### config.mk
export PLATFORM = sky130hd
export DESIGN_NAME = mux_n_pipe
export DESIGN_NICKNAME = d
export VERILOG_FILES = /design/src/rtl/mux_n_pipe.sv
export SDC_FILE = /design/constraint.sdc
export NUM_CORES = 1
export LEC_CHECK = 0
export ABC_AREA = 1
export CAP_MARGIN = 20
export CORE_UTILIZATION = 30
export CTS_CLUSTER_DIAMETER = 40
export DETAILED_ROUTE_END_ITERATION = 12
export PLACE_DENSITY = 0.65
export SLEW_MARGIN = 25
export SYNTH_ARGS = -nofsm -noshare
export SYNTH_HDL_FRONTEND = slang
export SYNTH_SLANG_ARGS = --single-unit
### constraint.sdc
create_clock -name clk -period 1.71 [get_ports clk]
set_input_delay 0.2565 -clock clk [delete_from_list [all_inputs] [get_ports clk]]
set_output_delay 0.2565 -clock clk [all_outputs]
set_load 0.05 [all_outputs]
### src/rtl/mux_n_pipe.sv
//==============================================================================
// Module   : mux_n_pipe
// Purpose  : Registered N-way datapath selector behind a 2-entry skid buffer
//            with a valid/ready handshake. Out-of-range selects return
//            DEFAULT_VAL, flag the beat, and bump a saturating error counter.
// Revision : 1.0 - initial release
//==============================================================================
`timescale 1ns/1ps
`default_nettype none

module mux_n_pipe #(
    parameter int                WIDTH       = 32,
    parameter int                CHANNELS    = 3,
    parameter int                SEL_W       = 2,
    parameter logic [WIDTH-1:0]  DEFAULT_VAL = '0
) (
    input  logic                        clk,
    input  logic                        rst_n,
    input  logic                        in_valid,
    output logic                        in_ready,
    input  logic [SEL_W-1:0]            sel,
    input  logic [CHANNELS*WIDTH-1:0]   data_in,
    output logic                        out_valid,
    input  logic                        out_ready,
    output logic [WIDTH-1:0]            data_out,
    output logic [SEL_W-1:0]            sel_out,
    output logic                        sel_err,
    input  logic                        clr_err,
    output logic [15:0]                 err_count
);

    // Channel count widened by one bit so sel can be compared without truncation
    localparam logic [SEL_W:0] c_chanCount = (SEL_W+1)'(CHANNELS);
    localparam logic [15:0]    c_errMax    = 16'hFFFF;

    typedef enum logic [1:0] {
        S_EMPTY = 2'd0,
        S_ONE   = 2'd1,
        S_TWO   = 2'd2
    } stateT;

    stateT              r_state;
    stateT              w_nextState;
    logic               r_inReady;

    // Main register drives the outputs; skid register holds the overflow beat
    logic [WIDTH-1:0]   r_mainData;
    logic [SEL_W-1:0]   r_mainSel;
    logic               r_mainErr;
    logic [WIDTH-1:0]   r_skidData;
    logic [SEL_W-1:0]   r_skidSel;
    logic               r_skidErr;
    logic [15:0]        r_errCount;

    logic [WIDTH-1:0]   w_chan [CHANNELS];
    logic [WIDTH-1:0]   w_beatData;
    logic               w_beatErr;
    logic               w_accept;
    logic               w_pop;
    logic               w_acceptErr;
    logic               w_loadMainIn;
    logic               w_loadMainSkid;
    logic               w_loadSkid;

    // Unflatten the channel bus
    generate
        for (genvar k = 0; k < CHANNELS; k++) begin : g_chan
            assign w_chan[k] = data_in[k*WIDTH +: WIDTH];
        end
    endgenerate

    assign w_accept    = in_valid & r_inReady;
    assign w_pop       = out_valid & out_ready;
    assign w_beatErr   = ({1'b0, sel} >= c_chanCount);
    assign w_acceptErr = w_accept & w_beatErr;

    // Beat formation: explicit compare loop keeps out-of-range selects off the array index
    always_comb begin
        w_beatData = DEFAULT_VAL;
        for (int k = 0; k < CHANNELS; k++) begin
            if (sel == SEL_W'(k)) begin
                w_beatData = w_chan[k];
            end
        end
    end

    // Next-state and load-enable decode for the skid buffer
    always_comb begin
        w_nextState    = r_state;
        w_loadMainIn   = 1'b0;
        w_loadMainSkid = 1'b0;
        w_loadSkid     = 1'b0;
        case (r_state)
            S_EMPTY: begin
                if (w_accept) begin
                    w_nextState  = S_ONE;
                    w_loadMainIn = 1'b1;
                end
            end
            S_ONE: begin
                if (w_accept && w_pop) begin
                    w_loadMainIn = 1'b1;
                end else if (w_accept) begin
                    w_nextState = S_TWO;
                    w_loadSkid  = 1'b1;
                end else if (w_pop) begin
                    w_nextState = S_EMPTY;
                end
            end
            S_TWO: begin
                if (w_pop) begin
                    w_nextState    = S_ONE;
                    w_loadMainSkid = 1'b1;
                end
            end
            default: begin
                w_nextState = S_EMPTY;
            end
        endcase
    end

    // State register; in_ready is registered from the next state so it has no input path
    always_ff @(posedge clk) begin
        if (!rst_n) begin
            r_state   <= S_EMPTY;
            r_inReady <= 1'b1;
        end else begin
            r_state   <= w_nextState;
            r_inReady <= (w_nextState != S_TWO);
        end
    end

    // Main and skid payload registers
    always_ff @(posedge clk) begin
        if (!rst_n) begin
            r_mainData <= '0;
            r_mainSel  <= '0;
            r_mainErr  <= 1'b0;
            r_skidData <= '0;
            r_skidSel  <= '0;
            r_skidErr  <= 1'b0;
        end else begin
            if (w_loadMainIn) begin
                r_mainData <= w_beatData;
                r_mainSel  <= sel;
                r_mainErr  <= w_beatErr;
            end else if (w_loadMainSkid) begin
                r_mainData <= r_skidData;
                r_mainSel  <= r_skidSel;
                r_mainErr  <= r_skidErr;
            end
            if (w_loadSkid) begin
                r_skidData <= w_beatData;
                r_skidSel  <= sel;
                r_skidErr  <= w_beatErr;
            end
        end
    end

    // Saturating error counter; a clear coinciding with an erroring accept lands on 1
    always_ff @(posedge clk) begin
        if (!rst_n) begin
            r_errCount <= '0;
        end else if (clr_err) begin
            r_errCount <= {15'd0, w_acceptErr};
        end else if (w_acceptErr && (r_errCount != c_errMax)) begin
            r_errCount <= r_errCount + 16'd1;
        end
    end

    assign in_ready  = r_inReady;
    assign out_valid = (r_state != S_EMPTY);
    assign data_out  = r_mainData;
    assign sel_out   = r_mainSel;
    assign sel_err   = r_mainErr;
    assign err_count = r_errCount;

endmodule

`default_nettype wire

==> results of run 1 <==
sequential cells by signal, indices dropped and copies added, names as in the netlist:
register	flops
sel_out	2
in_ready	1
err_count	16
sel_err	1
r_state	2
r_skidData	32
data_out	32
r_skidErr	1
r_skidSel	2
final timing paths:
kind                    to  depth (start not counted)
max          err_count[15]                         11
min           err_count[0]                          3
max reg2reg  err_count[15]                         11
min reg2reg   r_skidSel[1]                          2
where the power goes:
| group | switching (mW) | internal [mW] | leakage [nW] |
|---|---|---|---|
| combinational | 0.702 | 0.516 | 1.91 |
| clock | 0.843 | 1.31 | 0.151 |
| sequential | 0.0534 | 2.18 | 0.727 |
layer usage:
layer | vias up | GRT usage [%]
li1 | 2490 | -
met1 | 2186 | 24.49
met2 | 163 | 32.71
met3 | 14 | 5.357
met4 | 0 | 7.304
met5 | - | 0
critical path, cell delays in order, from the launching register on:
cell     delay, ps
dfxtp_2        360
ha_2           210
nand2_1         60
nor2_1          90
nand2_1        100
nor2_1         200
nor2_4          50
buf_12         150
nand2_1         60
nand2_1         40
nand2_1         50
nor2_1          30
cells in the final DEF (no fill, tap or decap), drive strengths merged:
cell type,synthesis,final
nand2,169,169
o21ai,103,103
nor2,102,102
clkdlybuf4s50,0,101
buf,18,95
dfxtp,89,89
inv,51,51
a21oi,48,48
o211ai,26,26
nand3,19,19
clkbuf,19,10
nand4,5,5
xor2,4,4
xnor2,3,3
a211oi,2,2
bufinv,0,2
clkinvlp,0,2
nor3,1,1
or2,1,1
ha,1,1
clkinv,0,1
cells by family after synthesis:
kind of cell / after synthesis / synth area share, %
AOI/OAI and AO/OA: 179 / 23.39
xor gates and xnor gates: 7 / 1.378
DFF: 89 / 40.03
and+or+nand+nor: 297 / 26.74
buffers and inverters: 88 / 8.181
adders and majority gates: 1 / 0.2811
repair_timing:
| item | CTS | global route |
|---|---|---|
| gates resized for setup | 0 | 2 |
| hold endpoints to repair | 0 | 0 |
| endpoints found under the setup margin | 0 | 2 |
through the flow:
stage / area, um^2 / std cells
5_1_grt: 6655 / 1019
3_3_place_gp: 6331 / 1004
3_5_place_dp: 6331 / 1004
2_1_floorplan: 4454 / 661
6_report: 6655 / 1019
4_1_cts: 6650 / 1019
final cells by class:
cell class | count | area [um^2]
fillers | 1476 | 7824
multi-input cells | 484 | 2320
repair buffers | 196 | 1809
flip-flops and latches | 89 | 1785
clock buffers | 10 | 239.0
well taps | 184 | 230.2
inverters | 51 | 191.4
clock inverters | 5 | 80.08
==> results.yml, run 1 <==
detailed_routing:
  ant_nets: 0
  vias_per_cell: 4.763
  wl_met2_um: 6625
  post_drt_wl_per_cell_um: 13.72
  vias: 4853
  route.detailed.drc: 0
  dr_wl_met3_um: 1049
  drtIter0Drc: 296
  drtPass1Iterations: 4
  top_layer: "met4"
  wl_um: 13980
  met1_length_um: 6080
critical_path:
  critPathMaxFanout: 19
  critical_path_arrival_ps: 1760
  worstReg2RegStart: "err_count[1]"
  cp-start-kind: "flop"
  endpoint_kind: "flop"
  critPathRequiredTime_ps: 1930
  r2r_slack_ps: 170
  path_class: "flop to flop"
  cp-startpoint: "err_count[1]"
timing:
  relSlewSlack_pct: 73.60
  clock_skew_ps: 8.272
  fin_setup_tns_ps: 0
  setup_viol: 0
  max_freq_mhz: 650.7
  min_period_ps: 1537
  rsz0062_at_grt: "no"
  hold_viol_final: 0
  finalWorstSetupSlack_ps: 173.2
  whs_ps: 305.1
  fin_crit_sh_pct: 89.87
  slew_violations: 0
  tightestPinTransition_ps: 395.6
cells_and_area:
  layout-drive-gt1-share_pct: 17.49
  nets: 935
  utilization_pct: 45.96
  n_antenna_cell: 0
  area_growth_pct: 49.54
global_route:
  grt_antenna_before_repair: 0
  grt.total_usage_pct: 19.80
  grt_overflow: 0
  grt_pass1_wl_um: 23180
  grt_pass1_vias: 4679
  grt_max_degree: 42
placement:
  gp_congestion: 0.8208
  place_ws_ps: -134.7
  io_buffers: 155
  hpwl_um: 10010
run_status:
  status: "finished clean"
clock_tree:
  clkLatencyLatePin_ps: 350
  clk_pin_slew_ps: 60
  hold_buffers: 0
  cts_buffers: 9
  cts_root_buf: "clkbuf_16"
  clock-sinks: 89
  cts-htree-levels: 3
  post_cts_buffers: 0
  clk_path_buf_depth: 2
  cts_tree: "built"
floorplan:
  ios: 156
  die_width_um: 123.8
  core_mm2: 0.01448
  rows: 44
  dieHeight_um: 123.8
  start_util_pct: 30.74
  dieArea_mm2: 0.01533
logic_synthesis:
  synth.distinct_cells: 25
  synth_edf_count: 0
  syn_nets: 765
  synth_warnings: 0
  ys_seq_area_share_pct: 40.03
  syn_avg_cell_area_um2: 6.733
  syn_inst: 661
  synth_area_leaders: "dfxtp_1 40%, nand2_1 14%, o21ai_0 11%"
  synthArstFlopShare_pct: 0
  ys_seq_elements: 89
  synth_most_common_cell: "nand2_1"
  synth_top_area_share_pct: 40.03
  synth.largest_area_cell: "dfxtp_1"
  ys.flop_type: "dfxtp_1"
  netlist_area_mm2: 0.004451
  ys_top_cells_by_count: "166 x nand2_1, 101 x o21ai_0, 97 x nor2_1, 89 x dfxtp_1, 48 x a21oi_1"
pwr:
  power_leakage_nw: 2.792
  peakVddDrop_v: 0.0004916
  finalPower_mw: 5.607
  power_density_mw_per_mm2: 842.5
run:
  maxCapViolations: 0
min_path:
  min_from: "rst_n"
  worstHoldPathType: "input port to flop"
(Power assumes the default switching activity.)
==> inputs of run 2 (changes only) <==
Settings changed: ABC_AREA 1 to not set, CAP_MARGIN 20 to 25, CTS_CLUSTER_SIZE set to 16.
==> run 2 against run 1 <==
  * The flow now finishes with violations (design-rule violations)
  * Register-to-register slack lost 90 ps
  * Clock-buffer cell count shrank 1
  * Area after synthesis grew 2.2%
  * Cell count shrank 15%
  * Critical path type unchanged
==> results.yml, run 2 <==
logic_synthesis:
  synth_edf_count: 0
  synth_warnings: 0
  ys_seq_area_share_pct: 39.19
  synth.distinct_cells: 45
  syn_nets: 622
  synth.largest_area_cell: "dfxtp_1"
  netlist_area_mm2: 0.004547
  synth_most_common_cell: "nand2_1"
  ys_seq_elements: 89
  synth_top_area_share_pct: 39.19
  synth_area_leaders: "dfxtp_1 39%, mux2i_1 17%, nand2_1 10%"
  synthArstFlopShare_pct: 0
  ys.flop_type: "dfxtp_1"
  ys_top_cells_by_count: "124 x nand2_1, 89 x dfxtp_1, 76 x mux2i_1, 43 x a21oi_1"
  syn_avg_cell_area_um2: 8.778
  syn_inst: 518
critical_path:
  critical_path_arrival_ps: 1890
  r2r_slack_ps: 80
  cp-start-kind: "flop"
  endpoint_kind: "flop"
  critPathMaxFanout: 12
  reg2reg_to: "err_count[9]"
  critPathRequiredTime_ps: 1970
  reg2regPathDepth: 5
  worstReg2RegStart: "err_count[0]"
  path_class: "flop to flop"
detailed_routing:
  drtIter0Drc: 192
  vias_per_cell: 5.023
  drtPass1Iterations: 10
  wl_um: 13390
  ant_nets: 0
  route.detailed.drc: 2
  vias: 4330
  post_drt_wl_per_cell_um: 15.53
global_route:
  grt.total_usage_pct: 16.92
  grt_pass1_vias: 4216
  grt_max_degree: 33
  grt_overflow: 0
  grt_antenna_before_repair: 0
  grt_pass1_wl_um: 21250
pwr:
  power_density_mw_per_mm2: 794.0
  seq_power_share_pct: 41.5
  pwr-share-clk_pct: 38.2
  p_int_mw: 3.789
  peakVddDrop_v: 0.0005550
  switching_share_pct: 27.76
  finalPower_mw: 5.246
  p_comb_share_pct: 20.3
  power_switching_mw: 1.456
  power_leakage_nw: 2.510
floorplan:
  start_util_pct: 31.05
  core_mm2: 0.01464
  dieArea_mm2: 0.01565
  die_width_um: 125.1
  dieHeight_um: 125.1
  rows: 44
  ios: 156
cells_and_area:
  layout.cells.most_common: "nand2_1"
  area_growth_pct: 45.29
  layout-drive-gt1-share_pct: 20.06
  n_antenna_cell: 0
  nets: 777
  final_cell_mix: "124 x nand2_1, 99 x clkdlybuf4s50_1, 80 x buf_4"
timing:
  min_period_ps: 1626
  finalWorstSetupSlack_ps: 84.46
  relSlewSlack_pct: 75.63
  clock_skew_ps: 6.786
  max_freq_mhz: 615.2
  fin_crit_sh_pct: 95.06
  rsz0062_at_grt: "no"
  slew_violations: 0
  setup_viol: 0
  hold_viol_final: 0
  tightestPinTransition_ps: 363.3
clock_tree:
  cts_resized: 0
  hold_buffers: 0
  cts-htree-levels: 3
  clock-sinks: 89
  clk_path_buf_depth: 2
  cts_root_buf: "clkbuf_16"
  post_cts_buffers: 0
  clkLatencyLatePin_ps: 340
  cts_buffers: 9
  clk_pin_slew_ps: 70
  cts_tree: "built"
run_status:
  violations: "design-rule violations"
  status: "finished with violations"
placement:
  gp_congestion: 0.7912
  place_ws_ps: -229.9
  hpwl_um: 9768
  io_buffers: 155
min_path:
  min_from: "rst_n"
  hold-path-endpoint: "data_out[6]"
  whs_path_depth: 3
  worstHoldPathType: "input port to flop"
run:
  maxCapViolations: 0
run 2: cell count changes in the layout (fill, tap and decap cells not counted), moves of 7 or more:
| cell | previous run | this run |
|---|---|---|
| o211ai_2 | 15 | 0 |
| inv_1 | 46 | 4 |
| nor2_1 | 95 | 5 |
| o211ai_1 | 11 | 1 |
| nand3_1 | 19 | 7 |
| o2bb2ai_1 | 0 | 32 |
| mux2i_1 | 0 | 76 |
| o22ai_1 | 0 | 32 |
| nand2_1 | 165 | 124 |
| dfxtp_1 | 86 | 79 |
| o21ai_0 | 101 | 4 |
| buf_4 | 87 | 80 |
run 2: how the worst max path moves through the flow:
| stage | from | endpoint | slack (ps) | cells after the start |
|---|---|---|---|---|
| after floorplan | err_count[1] | err_count[0] | -10 | 6 |
| after global placement | in_valid | err_count[9] | -210 | 6 |
| after detailed placement | in_valid | data_out[22] | -230 | 6 |
| after CTS | err_count[0] | err_count[15] | 90 | 5 |
| after global routing | err_count[0] | err_count[9] | 8 | 5 |
| final | err_count[0] | err_count[9] | 80 | 5 |
run 2: final cells by class:
class	count	area (um^2)
Clock buffer	9	225.2
Multi-Input combinational cell	380	2516
Fill cell	1455	8038
Sequential cell	89	1797
Tap cell	184	230.2
Inverter	4	15.01
Timing Repair Buffer	189	1747
Clock inverter	7	76.32
run 2: through the flow:
step           setup TNS (ps)  area, um^2  cells  hold slack, ps  util, %
4_1_cts                     0        6606    862           358.9    45.11
6_report                    0        6606    862           364.3    45.11
3_5_place_dp            -8297        6305    846           445.6    43.05
5_1_grt                     0        6606    862           382.7    45.11
2_1_floorplan          -14.00        4564    518           379.3        -
3_3_place_gp            -6602        6305    846           440.7    43.05
run 2: layer usage:
metal	vias to the layer above	GRT usage [%]	share of wire, %
met1	2034	20.68	44
met3	9	3.594	4.6
met5	-	0	0
met2	119	30.36	51
li1	2168	-	-
met4	0	3.659	0.81
run 2: critical path, stage by stage (launching register included):
cell and delay, ps:
dfxtp_4 380, ha_2 190, and3_1 190, and2_4 220, a2111oi_4 360, mux2i_1 210
run 2: power by group through the flow:
| stage | clock (mW) | combinational (mW) | sequential, mW |
|---|---|---|---|
| 2_1_floorplan | 0 | 0.443 | 2.36 |
| 6_report | 2.00 | 1.06 | 2.18 |
| 5_1_grt | 2.14 | 1.14 | 2.18 |
| 3_3_place_gp | 0 | 1.05 | 2.22 |
| 4_1_cts | 2.05 | 1.07 | 2.18 |
| 3_5_place_dp | 0 | 1.07 | 2.22 |
run 2: logic make-up (layout without fill, tap and decap cells):
| logic type | Yosys count | after routing | synth area share (%) |
|---|---|---|---|
| simple gates | 172 | 172 | 17.45 |
| fa+ha+maj | 1 | 1 | 0.2751 |
| mux | 76 | 76 | 16.73 |
| compound gates | 131 | 131 | 20.53 |
| flops | 89 | 89 | 39.19 |
| buf+inv | 49 | 209 | 5.834 |
==> inputs of run 3 (changes only) <==
Settings changed: CTS_CLUSTER_SIZE 16 to 24.
==> results of run 3 <==
The final DEF is identical to that of run 2; final timing and power are the same.
